<file path="src/rtl/fifo_burst_reader.sv">
// fifo_burst_reader
//
// Read-side engine for the synchronous FIFO. Watches the FIFO status flags,
// pops words in bursts of BURST and presents them on a valid/ready stream
// with an end-of-burst marker. A 2-entry output buffer absorbs the FIFO's
// one-cycle registered read latency, so a stalled consumer never loses data.
//
// Parameters
//   ADDRW    FIFO address width (depth = 2**ADDRW)
//   DATAW    data word width
//   BURST    words per burst, 1..2**ADDRW
//   TIMEOUT  idle cycles before a partial burst is flushed (>=1); only
//            used when FIFO_BURST_READER_TIMEOUT_EN is defined
//
// Optional feature
//   FIFO_BURST_READER_TIMEOUT_EN  builds the partial-burst flush timer.
//   Without it, partial data waits in the FIFO until a full burst is there.
//
// Ports
//   i_clk        clock, rising edge
//   i_rstn       synchronous reset, active high (1 = reset)
//   i_empty      FIFO empty flag
//   i_wordcount  FIFO occupancy
//   i_rdata      FIFO read data, valid the cycle after o_rd
//   o_rd         FIFO pop request (combinational on i_empty / i_tready)
//   o_tvalid     output word valid
//   i_tready     consumer accepts the word
//   o_tdata      output word
//   o_tlast      last word of the current burst
//   o_busy       high while a burst is being read or drained

module fifo_burst_reader #(
    parameter int unsigned ADDRW   = 4,
    parameter int unsigned DATAW   = 8,
    parameter int unsigned BURST   = 4,
    parameter int unsigned TIMEOUT = 16
) (
    input  logic                  i_clk,
    input  logic                  i_rstn,
    input  logic                  i_empty,
    input  logic [2**ADDRW-1:0]   i_wordcount,
    input  logic [DATAW-1:0]      i_rdata,
    output logic                  o_rd,
    output logic                  o_tvalid,
    input  logic                  i_tready,
    output logic [DATAW-1:0]      o_tdata,
    output logic                  o_tlast,
    output logic                  o_busy
);

    localparam int unsigned WCW = 2**ADDRW;
    localparam int unsigned BLW = $clog2(BURST + 1);

    // Parameter range checks at elaboration
    if (BURST < 1 || BURST > WCW) begin : g_bad_burst
        $error("fifo_burst_reader: BURST must be in 1..2**ADDRW");
    end
    if (TIMEOUT < 1) begin : g_bad_timeout
        $error("fifo_burst_reader: TIMEOUT must be >= 1");
    end

    typedef enum logic [1:0] {
        S_IDLE  = 2'd0,
        S_BURST = 2'd1,
        S_DRAIN = 2'd2
    } state_t;

    state_t             state_q, state_d;
    logic [BLW-1:0]     beats_left_q, beats_left_d;
    logic               inflight_q, inflight_d;
    logic               inflight_last_q, inflight_last_d;
    logic [1:0]         occ_q, occ_d;
    logic [DATAW-1:0]   data0_q, data0_d;
    logic [DATAW-1:0]   data1_q, data1_d;
    logic               last0_q, last0_d;
    logic               last1_q, last1_d;

`ifdef FIFO_BURST_READER_TIMEOUT_EN
    localparam int unsigned TW = $clog2(TIMEOUT + 1);
    logic [TW-1:0]      timer_q, timer_d;
`endif

    logic               pop_c;
    logic               push_c;
    logic [1:0]         pending_c;

    // Head of the output buffer drives the stream
    assign o_tvalid = (occ_q != 2'd0);
    assign o_tdata  = data0_q;
    assign o_tlast  = last0_q;
    assign o_busy   = (state_q != S_IDLE);

    // Read request: a slot is free now, or the head leaves this very cycle
    always_comb begin
        pop_c     = o_tvalid & i_tready;
        push_c    = inflight_q;
        pending_c = occ_q + 2'(inflight_q);
        o_rd      = (state_q == S_BURST) & ~i_empty & (beats_left_q != '0) &
                    ((pending_c < 2'd2) | ((pending_c == 2'd2) & pop_c));
    end

    // Next-state: burst sequencing
    always_comb begin
        state_d         = state_q;
        beats_left_d    = beats_left_q;
        inflight_d      = o_rd;
        inflight_last_d = o_rd & (beats_left_q == BLW'(1));
`ifdef FIFO_BURST_READER_TIMEOUT_EN
        timer_d         = '0;
`endif

        case (state_q)
            S_IDLE: begin
                if (i_wordcount >= WCW'(BURST)) begin
                    state_d      = S_BURST;
                    beats_left_d = BLW'(BURST);
                end
`ifdef FIFO_BURST_READER_TIMEOUT_EN
                else if (!i_empty) begin
                    // Count idle non-empty cycles; flush what is there at the limit
                    if (timer_q != TW'(TIMEOUT - 1)) begin
                        timer_d = timer_q + TW'(1);
                    end else if (i_wordcount != '0) begin
                        state_d      = S_BURST;
                        beats_left_d = BLW'(i_wordcount);
                    end else begin
                        timer_d = timer_q;
                    end
                end
`endif
            end
            S_BURST: begin
                if (o_rd) begin
                    beats_left_d = beats_left_q - BLW'(1);
                    if (beats_left_q == BLW'(1)) begin
                        state_d = S_DRAIN;
                    end
                end
            end
            S_DRAIN: begin
                if (pop_c & o_tlast) begin
                    state_d = S_IDLE;
                end
            end
            default: state_d = S_IDLE;
        endcase
    end

    // Next-state: 2-entry in-order output buffer, entry 0 is the head
    always_comb begin
        occ_d   = occ_q;
        data0_d = data0_q;
        data1_d = data1_q;
        last0_d = last0_q;
        last1_d = last1_q;

        case ({push_c, pop_c})
            2'b10: begin
                if (occ_q == 2'd0) begin
                    data0_d = i_rdata;
                    last0_d = inflight_last_q;
                end else begin
                    data1_d = i_rdata;
                    last1_d = inflight_last_q;
                end
                occ_d = occ_q + 2'd1;
            end
            2'b01: begin
                data0_d = data1_q;
                last0_d = last1_q;
                occ_d   = occ_q - 2'd1;
            end
            2'b11: begin
                // Simultaneous push and pop: occupancy unchanged, order kept
                if (occ_q == 2'd1) begin
                    data0_d = i_rdata;
                    last0_d = inflight_last_q;
                end else begin
                    data0_d = data1_q;
                    last0_d = last1_q;
                    data1_d = i_rdata;
                    last1_d = inflight_last_q;
                end
            end
            default: ;
        endcase
    end

    // State register; reset drops any word still in flight
    always_ff @(posedge i_clk) begin
        if (i_rstn) begin
            state_q         <= S_IDLE;
            beats_left_q    <= '0;
            inflight_q      <= 1'b0;
            inflight_last_q <= 1'b0;
            occ_q           <= 2'd0;
            data0_q         <= '0;
            data1_q         <= '0;
            last0_q         <= 1'b0;
            last1_q         <= 1'b0;
`ifdef FIFO_BURST_READER_TIMEOUT_EN
            timer_q         <= '0;
`endif
        end else begin
            state_q         <= state_d;
            beats_left_q    <= beats_left_d;
            inflight_q      <= inflight_d;
            inflight_last_q <= inflight_last_d;
            occ_q           <= occ_d;
            data0_q         <= data0_d;
            data1_q         <= data1_d;
            last0_q         <= last0_d;
            last1_q         <= last1_d;
`ifdef FIFO_BURST_READER_TIMEOUT_EN
            timer_q         <= timer_d;
`endif
        end
    end

endmodule

</file>
<file path="config.mk">
export PLATFORM = sky130hd
export DESIGN_NAME = fifo_burst_reader
export DESIGN_NICKNAME = d
export VERILOG_FILES = /design/src/rtl/fifo_burst_reader.sv
export SDC_FILE = /design/constraint.sdc
export NUM_CORES = 1
export LEC_CHECK = 0
export CORE_AREA = 3 3 59 61
export CTS_CLUSTER_DIAMETER = 100
export DETAILED_ROUTE_END_ITERATION = 8
export DIE_AREA = 0 0 62 64
export PLACE_DENSITY = 0.83
export SLEW_MARGIN = 30
export SYNTH_ARGS = -nofsm -noshare
export SYNTH_HDL_FRONTEND = slang
export SYNTH_SLANG_ARGS = --single-unit
export TNS_END_PERCENT = 10
</file>
<file path="constraint.sdc">
create_clock -name i_clk -period 2.65 [get_ports i_clk]
set_input_delay 0.53 -clock i_clk [delete_from_list [all_inputs] [get_ports i_clk]]
set_output_delay 0.53 -clock i_clk [all_outputs]
set_load 0.01 [all_outputs]
</file>
==> results.cfg, run 1 <==
[sta]
setup_viol = 0
tightest_slew_ns = 0.6885
hold_viol = 0
max_freq_mhz = 396.9
maxSlewHeadroom_pct = 53.95
fin_crit_sh_pct = 95.09
maxSlewViolCount = 0
layout_min_cycle_time_ns = 2.520
rsz0062_at_grt = no
tns_ns = 0
final.setup_skew_ns = 0.01549

[die]
start_util_pct = 44.92
die_w_um = 62
num_rows = 20
core_area_um2 = 3028
die_h_um = 64
ios = 40
dieArea_um2 = 3968

[drt]
drt-total-wl_um = 3143
postRouteAntennaNets = 0
post_drt_wl_per_cell_um = 13.97
vias = 1170
first_iter_violations = 26
drcViolationCount = 0
viasPerCell = 5.200
dr.pass1.iters = 4

[outcome]
outcome = finished, final reports clean

[synthesis]
synth_nets = 179
ys.warnings.count = 0
yosysSeqAreaShare_pct = 39.74
synth_area_leaders = dfxtp_1 (40%), ha_1 (8.3%), mux2i_1 (7.4%), nor2_1 (6.3%), a211oi_1 (6.1%)
synth-seq-cells = 27
syn_area_per_cell_um2 = 9.578
syn_area_um2 = 1360
ys_types = 38
synth_top_area_share_pct = 39.74
synth.largest_area_cell = dfxtp_1
syn_inst = 142

[job]
cap_violations = 0

[global_routing]
grt_pass1_wl_um = 5382
grt_pass1_vias = 1207
grt_start_max_net_pins = 20
track_usage_pct = 17.55
overflow = 0
antenna_found_initial = 0

[placement]
dp_hpwl_um = 2445
portBuffers = 37
globalplace.congestion = 0.7400
placed_area_um2 = 1784

[clock_tree]
clk_latency_ns = 0.33
post_cts_buffers = 0
cts.sinks = 27
cts_tree = built
cts.path.max_buffers = 2
root_buffer = clkbuf_4
h-tree-depth = 1
clkTransAtPathRegs_ns = 0.16
cts_inserted_buffers = 3

[power]
leakage_uw = 0.0006782
power_density_nw_per_um2 = 723.0
power_uw = 1318
peakVddDrop_mv = 0.4006

[critical_path]
cpPeakStageDelay_ns = 0.52
worstPathRequired_ns = 2.12
crit_fanout = 4
path_class = flop to output pin
end_kind = output pin
cp_data_arrival_time_ns = 1.99
crit_family = buffers and inverters
slowest_stage = clkdlybuf4s50_1
cp_cell_sequence = ha_1 > nor3b_4 > o211ai_4 > inv_1 > clkdlybuf4s50_1
cp-start-kind = flop
worst-path-buf-inv = 2

[final_layout]
antenna_cells = 0
fin_area_um2 = 1823
nets = 219
drive_above_1_share_pct = 9.945
area_growth_pct = 34.04
n_fill_cell = 279

[min_path]
worstHoldPathType = flop to flop
==> Yosys cell counts <==
cell type / number
ha_1: 9
or3_1: 1
nor3_1: 1
o32ai_1: 1
buf_1: 1
o211ai_4: 1
nand3_1: 1
a211oi_1: 11
o21ai_4: 1
nor4_1: 4
mux2i_1: 10
o311ai_0: 1
a22oi_1: 9
nor2_1: 23
dfxtp_1: 27
buf_6: 1
a21oi_2: 1
buf_2: 1
nor3b_2: 1
buf_4: 1
or2_2: 1
nand2b_1: 3
a41oi_1: 1
a21boi_1: 1
a21oi_1: 1
or2b_1: 1
o2111ai_1: 1
xor2_1: 3
nor3b_4: 1
a211o_1: 1
a21o_1: 1
clkbuf_1: 3
o21ai_1: 1
nand2_1: 2
o211a_1: 1
inv_1: 11
xnor2_1: 2
or2b_2: 1
==> per-stage QoR <==
step           cells  utilization (%)  worst slack (ns)  hold WS [ns]
2_1_floorplan    142                -            0.7303        0.4480
4_1_cts          225            59.92           0.06307        0.5231
3_5_place_dp     221            58.93            0.1660        0.4854
5_1_grt          225            60.21           0.02907        0.5395
6_report         225            60.21            0.1302        0.5174
3_3_place_gp     221            58.93            0.1629        0.4647
==> state kept, by name (all words and copies together), names as in the netlist <==
name and cells:
occ_q 2, inflight_q 1, beats_left_q 3, data1_q 8, state_q 2, last1_q 1, o_tlast 1, o_tdata 8
inflight_last_q 1
==> area by class of cell <==
cell class	count	area, µm²	area share (%)
clock inverter	1	7.507	0.4118
clock buffer	3	22.52	1.235
tap	44	55.05	3.020
multi-input combinational	97	745.7	40.91
inverter	11	41.29	2.265
sequential	27	543.0	29.79
timing repair buffer	42	407.9	22.37
==> metal layers <==
metal  GRT usage (%)  part of all wire (%)  vias up
met3           2.626                   7.7        2
li1                -                     -      582
met5               0                     0        -
met2           32.12                    50       40
met1           20.47                    42      546
met4           3.979                  0.32        0
==> path summary, 6_finish.rpt <==
check | from | cells after the start | slack, ns | endpoint
hold / removal | beats_left_q[1]$_SDFFE_PP0P_ | 2 | 0.52 | beats_left_q[1]$_SDFFE_PP0P_
hold reg to reg | beats_left_q[1]$_SDFFE_PP0P_ | 2 | 0.52 | beats_left_q[1]$_SDFFE_PP0P_
setup reg to reg | occ_q[1]$_SDFFE_PP0P_ | 10 | 0.52 | o_tdata[3]$_SDFFE_PP0P_
setup / recovery | inflight_q$_SDFF_PP0_ | 5 | 0.13 | o_rd
==> repair_timing <==
item,CTS,global route
hold buffers,0,0
setup endpoints to repair,0,1
gates resized for setup,0,3
hold endpoints to repair,0,0
==> cells in the final DEF (no fill, tap or decap), types with 2 or more instances in the layout <==
cell type and count:
nor3b_4 2, dfxtp_2 2, nand2_1 2, dfxtp_1 25, inv_1 11, mux2i_1 10
clkdlybuf4s50_1 37, nor4_1 4, nand2b_1 3, ha_1 9, nor2_1 23, buf_4 5
xnor2_1 2, xor2_1 3, a211oi_1 11, a22oi_1 9, clkbuf_4 3
==> power breakdown <==
part	internal, µW	leakage (µW)	switching (µW)
Sequential	481	0.000221	52.1
Combinational	299	0.000443	307
Clock	57.6	0.0000139	121
==> tightest hold or removal path, delay by kind of cell (launching register included) <==
| kind | cells | cell delay [ns] |
|---|---|---|
| flip-flops | 1 | 0.35 |
| AND/OR/NAND/NOR | 1 | 0.08 |
| multiplexers | 1 | 0.07 |
==> cell families (layout without fill, tap and decap cells) <==
group                      Yosys count  after routing  share of synthesized area [%]
AOI/OAI and AO/OA                   33             33                          20.24
xor gates and xnor gates             5              5                          3.220
adders and majority gates            9              9                          8.280
buffers and inverters               18             57                          5.887
DFF                                 27             27                          39.74
muxes                               10             10                          7.360
and+or+nand+nor                     40             40                          15.27
No activity file was read; power rests on OpenSTA's default activity.
==> run 2, diff against run 1 <==
--- a/config.mk
+++ b/config.mk
@@ -5,11 +5,13 @@
 export SDC_FILE = /design/constraint.sdc
 export NUM_CORES = 1
 export LEC_CHECK = 0
-export CORE_AREA = 3 3 59 61
+export CAP_MARGIN = 20
+export CORE_AREA = 3 3 58 60
+export CTS_BUF_LIST = sky130_fd_sc_hd__clkbuf_4
 export CTS_CLUSTER_DIAMETER = 100
 export DETAILED_ROUTE_END_ITERATION = 8
-export DIE_AREA = 0 0 62 64
-export PLACE_DENSITY = 0.83
+export DIE_AREA = 0 0 61 63
+export PLACE_DENSITY = 0.86
 export SLEW_MARGIN = 30
 export SYNTH_ARGS = -nofsm -noshare
 export SYNTH_HDL_FRONTEND = slang
==> run 2 against run 1 <==
Effect of this change:
- clock skew is 0.0039 ns lower
- register-to-register slack worse by 0.07 ns
- largest cell class unchanged
- combinational power is 1% lower
- wire length is 4.0% lower
- design area is 1.5% lower
- fmax is 0.11% higher
- highest routed layer unchanged
- critical path type unchanged
==> results.cfg, run 2 (same netlist as run 1, synthesis figures left out) <==
[clock_tree]
post_cts_buffers = 0
h-tree-depth = 1
cts_inserted_buffers = 3
postCtsHoldBufs = 0
cts.sinks = 27
clk_latency_ns = 0.33
cts_tree = built
cts.path.max_buffers = 2
root_buffer = clkbuf_4
clkTransAtPathRegs_ns = 0.15

[drt]
post_drt_wl_per_cell_um = 14.24
drcViolationCount = 0
first_iter_violations = 29
postRouteAntennaNets = 0
dr.pass1.iters = 4
viasPerCell = 5.453
drt-total-wl_um = 3018
vias = 1156

[global_routing]
grt_start_max_net_pins = 19
grt_pass1_vias = 1208
antenna_found_initial = 0
grt_pass1_wl_um = 5009
overflow = 0
track_usage_pct = 16.66

[sta]
setup_viol = 0
final.setup_skew_ns = 0.01155
layout_min_cycle_time_ns = 2.517
rsz0062_at_grt = yes
tns_ns = 0
hold_viol = 0
fin_crit_sh_pct = 94.98
maxSlewHeadroom_pct = 62.27
maxSlewViolCount = 0
max_freq_mhz = 397.3
fin_ws_ns = 0.1329
tightest_slew_ns = 0.5642

[power]
leakage_uw = 0.0006738
peakVddDrop_mv = 0.5285
power_density_nw_per_um2 = 727.0

[critical_path]
r2r-end = data1_q[0]$_SDFFE_PP0P_
cp-start-kind = flop
cpPeakStageDelay_ns = 0.52
rr_worst_depth = 10
crit_fanout = 4
end_kind = output pin
r2r_slack_ns = 0.45
path_class = flop to output pin
worstPathRequired_ns = 2.12
worst-path-buf-inv = 3
path_common_cell = inv_1
crit_family = buffers and inverters
cp_cell_sequence = inv_1 > ha_1 > nor3b_4 > o211ai_4 > inv_1 > clkdlybuf4s50_1
cp_data_arrival_time_ns = 1.99
rr_startpoint = occ_q[1]$_SDFFE_PP0P_
slowest_stage = clkdlybuf4s50_1

[outcome]
outcome = finished, final reports clean

[placement]
dp_hpwl_um = 2351
dpl_worst_slack_ns = 0.04083
globalplace.congestion = 0.7563
portBuffers = 37

[final_layout]
antenna_cells = 0
mostFrequentLayoutCells = clkdlybuf4s50_1 (37), dfxtp_1 (25), nor2_1 (23)
final_common_cell = clkdlybuf4s50_1
area_growth_pct = 32.01
nets = 217
drive_above_1_share_pct = 9.497

[min_path]
hold_start = beats_left_q[1]$_SDFFE_PP0P_
worstHoldPathType = flop to flop
whs_endpoint = beats_left_q[1]$_SDFFE_PP0P_
min_path_cells = 2

[die]
die_w_um = 61
start_util_pct = 45.67
die_h_um = 63
core_area_um2 = 2978
dieArea_um2 = 3843
ios = 40
num_rows = 20

[job]
cap_violations = 0
==> run 2: cell count changes in the layout (fill, tap and decap cells not counted) <==
cell,before,now
o21ai_1,1,0
buf_4,5,3
o21ai_2,0,1
clkinv_2,0,1
clkinvlp_4,1,0
==> run 2: timing repair <==
| item | in CTS | in global routing |
|---|---|---|
| endpoints found under the setup margin | 0 | 1 |
| hold endpoints to repair | 0 | 0 |
| gates resized for setup | 0 | 4 |
==> run 2: tightest hold or removal path: stages (launching register included) <==
cell,delay (ns)
dfxtp_1,0.34
nand2b_1,0.06
mux2i_1,0.05
==> run 2: where the power goes <==
group          switching, µW  internal [µW]
logic                    305            293
registers               48.6            481
clock network            121           56.6
==> run 2: worst max path at each step <==
stage                     startpoint  depth (start not counted)                      end
6_report       occ_q[1]$_SDFFE_PP0P_                          6                     o_rd
5_1_grt        occ_q[1]$_SDFFE_PP0P_                          6                     o_rd
4_1_cts        occ_q[0]$_SDFFE_PP0P_                          6                     o_rd
3_5_place_dp                i_tready                          7  o_tdata[5]$_SDFFE_PP0P_
3_3_place_gp                i_tready                          7  o_tdata[4]$_SDFFE_PP0P_
2_1_floorplan  occ_q[0]$_SDFFE_PP0P_                          9  o_tdata[0]$_SDFFE_PP0P_
==> run 2: per-stage QoR <==
stage          total power (µW)  cell area (µm²)  utilization (%)  instances  hold slack [ns]
2_1_floorplan             890.8             1360                -        142           0.4480
3_3_place_gp               1097             1755            58.95        208           0.4645
3_5_place_dp               1121             1755            58.95        208           0.4740
4_1_cts                    1300             1783            59.87        212           0.4927
5_1_grt                    1403             1795            60.29        212           0.5017
6_report                   1305             1795            60.29        212           0.4861
==> run 2: layout make-up <==
class                      instances  area [µm²]
fill                             266        1182
multi-input combinational         97       749.5
sequential                        27       543.0
timing repair buffer              40       392.9
inverter                          11       41.29
tap                               33       41.29
clock buffer                       3       22.52
clock inverter                     1       5.005
==> run 2: metal layers <==
| metal | wire length (µm) | track usage, % | share of wire [%] | vias to the layer above |
|---|---|---|---|---|
| met5 | 0 | 0 | 0 | - |
| met4 | 45 | 6.233 | 1.5 | 0 |
| met3 | 230 | 3.926 | 7.6 | 5 |
| met2 | 1462 | 29.28 | 48 | 40 |
| met1 | 1279 | 18.71 | 42 | 531 |
| li1 | - | - | - | 580 |
==> variant 1: new RTL, settings of run 2 <==
Make the reset (`i_rstn`) asynchronous in one clocked block. Comments in the files are not updated.
--- a/src/rtl/fifo_burst_reader.sv
+++ b/src/rtl/fifo_burst_reader.sv
@@ -189,3 +189,3 @@
     // State register; reset drops any word still in flight
-    always_ff @(posedge i_clk) begin
+    always_ff @(posedge i_clk or posedge i_rstn) begin
         if (i_rstn) begin
Function: differs if i_rstn is asserted again (counterexample within 4 cycles, from zero or initial values and one cycle with i_rstn high); with i_rstn held inactive, the same outputs for 10 cycles.
==> variant 1 against run 2 <==
- area after synthesis up 2.6%
- sequential cell count did not move
- sequential share of layout area up 5.8 points
- routed wire length up 0.60%
- cell area is 4.7% higher
- fmax up 2.5%
- first-iteration DRC count increased by 6.9%
- power is 56% higher
- die area is the same
- worst hold slack gained 0.012 ns
- setup slack better by 0.062 ns
==> variant 1: results (changes against run 2) <==
** Placed design
- Final estimated routing congestion in global placement :: 0.736 (-2.7%)
- HPWL reported at the end of detailed placement :: 2370 um (+0.71%)

** Worst setup path
- Worst Path Arrival :: 1.93 ns (-0.06 ns)
- The worst-case reg-to-reg path depth came to 9 (-1).
- Max stage delay on crit path :: 0.45 ns (-0.07 ns)
- Kind of cell with the highest combined delay on the critical path :: flip-flops
- The worst register-to-register path ends at last1_q$_DFFE_PP0P_.

** Global route
- The met2 track demand over resource in global routing was 31.7% (+2.4 points).
- Global-route wire length before repair :: 4890 um (-2.5%)
- The global routing usage summed across all routing layers came to 16.8% (+0.14 points).
- The largest net degree at the start of global routing is 28 (+9).
- Met1 GRT Util :: 16.5% (-2.2 points)

** Pwr
- The power in the clock group came to 193 uW (+8%).
- The peak ir drop on the vdd network was 0.000624 V (+18%).
- Static power due to leakage :: 0.000824 uW (+22%)

** Clock network
- Total of cells resized after clock tree synthesis :: 4 (+4)
- Post-CTS Setup Repair Bufs :: 3 (+3)

** Run status
- The flow ran to the end, and the final reports show no timing, DRC or antenna violations.

** Cells and area
- The number of non-clock buffers was 44 (+10%).
- Proportion of cell area occupied by multi-input gates :: 35.8% (-6.0 points)
- Fraction of cell area in non-clock buffers :: 22.4% (+0.56 points)
- The ratio of cells with drive above 1 in the final layout came to 19.9% (+10 points).
- The number of inverters outside the clock class in the layout was 10 (-1).
- The final net count came to 209 (-3.7%).
- Number of clock buffers in the layout :: 4 (+1)

** Synthesis
- Share of synthesized area spent on multiplexers :: 8.25% (+0.89 points)
- The number of nets in the synthesized netlist came to 162 (-9.5%).
- Cells taking the most area after synthesis :: sky130_fd_sc_hd__dfrtp_1 48%, sky130_fd_sc_hd__ha_1 8.1%, sky130_fd_sc_hd__mux2_2 7.3%
- Sequential fraction of the synthesis area :: 48.4% (+8.7 points)

** Worst hold path
- Startpoint of the worst hold path :: o_tdata[0]$_DFFE_PP0P_

** Drt
- Mean number of vias per cell :: 5.56 (+1.9%)
- Met2 WL :: 1610 um (+9.8%)
- Amount of wire on met3 after detailed routing :: 175 um (-24%)
- Post-detailed-routing wire length :: 3040 um (+0.60%)
- The met1 wire length came to 1210 um (-5.6%).

** STA
- Final setup skew :: 0.00457 ns (-0.00698 ns)
- Hold Worst Slack :: 0.498 ns (+0.0116 ns)
==> variant 1: cell count changes in the layout (fill, tap and decap cells not counted), moves of 4 or more <==
cell                       before  now
sky130_fd_sc_hd__a211oi_1      11    0
sky130_fd_sc_hd__buf_4          3    7
sky130_fd_sc_hd__dfrtp_1        0   26
sky130_fd_sc_hd__dfxtp_1       25    0
sky130_fd_sc_hd__mux2_2         0    9
sky130_fd_sc_hd__mux2i_1       10    0
sky130_fd_sc_hd__nand2_1        2   16
sky130_fd_sc_hd__nor2_1        23    2
sky130_fd_sc_hd__o21ai_0        0    5
sky130_fd_sc_hd__o21ai_1        0    6
==> variant 1: per-stage QoR <==
stage | cell area (um^2) | setup slack, ns | power [uW] | cells | util [%]
2_1_floorplan | 1400 | 0.582 | 1430 | 125 | -
3_3_place_gp | 1820 | 0.0197 | 1740 | 197 | 61.2
3_5_place_dp | 1820 | -0.0294 | 1820 | 197 | 61.2
4_1_cts | 1880 | 0.234 | 2040 | 204 | 63.1
5_1_grt | 1880 | 0.106 | 2190 | 204 | 63.1
6_report | 1880 | 0.195 | 2040 | 204 | 63.1
==> variant 1: worst max-delay path by stage <==
| stage | cells past startpoint | slack [ns] | startpoint | to |
|---|---|---|---|---|
| 6_report | 5 | 0.19 | occ_q[0]$_DFFE_PP0P_ | o_rd |
| 4_1_cts | 5 | 0.23 | occ_q[0]$_DFFE_PP0P_ | o_rd |
| 5_1_grt | 5 | 0.11 | occ_q[0]$_DFFE_PP0P_ | o_rd |
| 3_5_place_dp | 5 | -0.03 | i_tready | o_rd |
| 2_1_floorplan | 9 | 0.58 | occ_q[0]$_DFFE_PP0P_ | data1_q[0]$_DFFE_PP0P_ |
| 3_3_place_gp | 5 | 0.02 | i_tready | o_rd |
==> variant 2: new RTL, settings of run 2 <==
Without the edit above. The option `FIFO_BURST_READER_TIMEOUT_EN` is turned on by a define.
--- a/src/rtl/fifo_burst_reader.sv
+++ b/src/rtl/fifo_burst_reader.sv
@@ -30,2 +30,4 @@
 //   o_busy       high while a burst is being read or drained
+
+`define FIFO_BURST_READER_TIMEOUT_EN
 
Behaviour: no difference found for any inputs over 10 cycles, from zero or initial values and one cycle with i_rstn high; that may be too few to reach the edited logic, so the function may still have changed.
==> variant 2 against run 2 <==
- routed wire length increased by 23%
- cell count grew 21%
- synthesized cell count increased by 27%
- cell area is 21% higher
- power grew 32%
- setup slack better by 0.033 ns
- sequential cell count is 5 higher
- area after synthesis grew 22%
- clock skew down 0.0058 ns
- non-clock buffer count grew 3
- critical path type unchanged
==> variant 2: results (changes against run 2) <==
** Run status
- Outcome :: completed

** Worst setup path
- The worst-case reg-to-reg path depth came to 8 (-2).
- The endpoint identified for the worst register-to-register timing path is o_tdata[5]$_SDFFE_PP0P_.
- Worst Path Arrival :: 1.95 ns (-0.04 ns)

** Drt
- The met1 wire length came to 1440 um (+13%).
- The total length of routed met3 wires was 217 um (-5.7%).
- Mean number of vias per cell :: 5.82 (+6.8%)
- DR top layer :: met3
- The met2 routed wirelength was 2070 um (+41%).
- The violation count after the first detailed-route iteration is 80 (+180%).

** Clock network
- Clock-pin slew reported for the worst setup and hold paths after clock tree synthesis :: 0.10 ns (-0.05 ns)
- Number of buffers created by CTS :: 5 (+2)
- Number of levels in the clock H-tree :: 2 (+1)

** Pwr
- The power share of the clock group was 21.4% (+7.8 points).
- Clock group power :: 369 uW (+110%)
- Power drawn by the combinational cells :: 721 uW (+21%)

** STA
- The worst-case hold slack is 0.427 ns (-0.0595 ns).
- The transition time at the pin with the least slew margin is 0.705 ns (+0.141 ns).

** Global route
- Via count of the first global-routing pass :: 1501 (+24%)
- Largest net degree at the start of global routing :: 22 (+3)
- Met1 GRT Util :: 24.3% (+5.6 points)

** Synthesis
- Cells taking the most area after synthesis :: sky130_fd_sc_hd__dfxtp_1 38%, sky130_fd_sc_hd__ha_1 7.5%, sky130_fd_sc_hd__nor2_1 7.0%
- Number of distinct library cell variants in the gate-level netlist after synthesis :: 42 (+11%)
- Synth top cells by count :: 32 x sky130_fd_sc_hd__dfxtp_1, 31 x sky130_fd_sc_hd__nor2_1, 11 x sky130_fd_sc_hd__inv_1

** Worst hold path
- In this run the most critical hold path is launched from timer_q[4]$_SDFFE_PP0P_.
- For hold timing, the worst endpoint is timer_q[4]$_SDFFE_PP0P_.

** Cells and area
- Fraction of layout cells with a size suffix above 1 :: 11.6% (+2.1 points)

** Placed design
- The total of buffers placed on input and output ports came to 39 (+5.4%).
- The half-perimeter wire length after placement came to 2910 um (+24%).
variant 2: cell count changes in the layout (fill, tap and decap cells not counted), moves of 4 or more:
| cell | run 2 | this run |
|---|---|---|
| sky130_fd_sc_hd__a21oi_1 | 1 | 6 |
| sky130_fd_sc_hd__nor2_1 | 23 | 31 |
| sky130_fd_sc_hd__dfxtp_1 | 25 | 31 |
| sky130_fd_sc_hd__nand2_1 | 2 | 9 |
| sky130_fd_sc_hd__nor4_1 | 4 | 0 |
variant 2: area by class of cell:
class                      instances  area (um^2)
clock buffer                       6         45.0
clock inverter                     2         35.0
fill                             230          802
inverter                          11         41.3
multi-input combinational        130          956
sequential                        32          642
tap                               33         41.3
timing repair buffer              43          415
variant 2: metrics by stage:
step | setup TNS (ns) | std cells | setup slack [ns]
2_1_floorplan | 0 | 180 | 0.672
3_3_place_gp | -0.219 | 249 | -0.219
3_5_place_dp | -0.234 | 249 | -0.234
4_1_cts | 0 | 257 | 0.0315
5_1_grt | 0 | 257 | 0.0754
6_report | 0 | 257 | 0.166
variant 2: kinds of logic after synthesis:
family          synth area share [%]
compound gates                  22.2
xor+xnor                        2.63
fa+ha+maj                       7.51
buf+inv                         4.13
flops                           38.5
mux                             6.01
simple gates                    19.1
variant 2: worst max-delay path, stage by stage, from the launching register on:
cell,delay [ns]
sky130_fd_sc_hd__dfxtp_1,0.36
sky130_fd_sc_hd__inv_1,0.09
sky130_fd_sc_hd__ha_1,0.23
sky130_fd_sc_hd__or3b_4,0.45
sky130_fd_sc_hd__a2111oi_4,0.33
sky130_fd_sc_hd__clkbuf_2,0.19
variant 2: what timing repair did:
item / in CTS / in global routing
gates resized for setup: 2 / 2
endpoints found under the setup margin: 1 / 1
gates cloned: 0 / 0
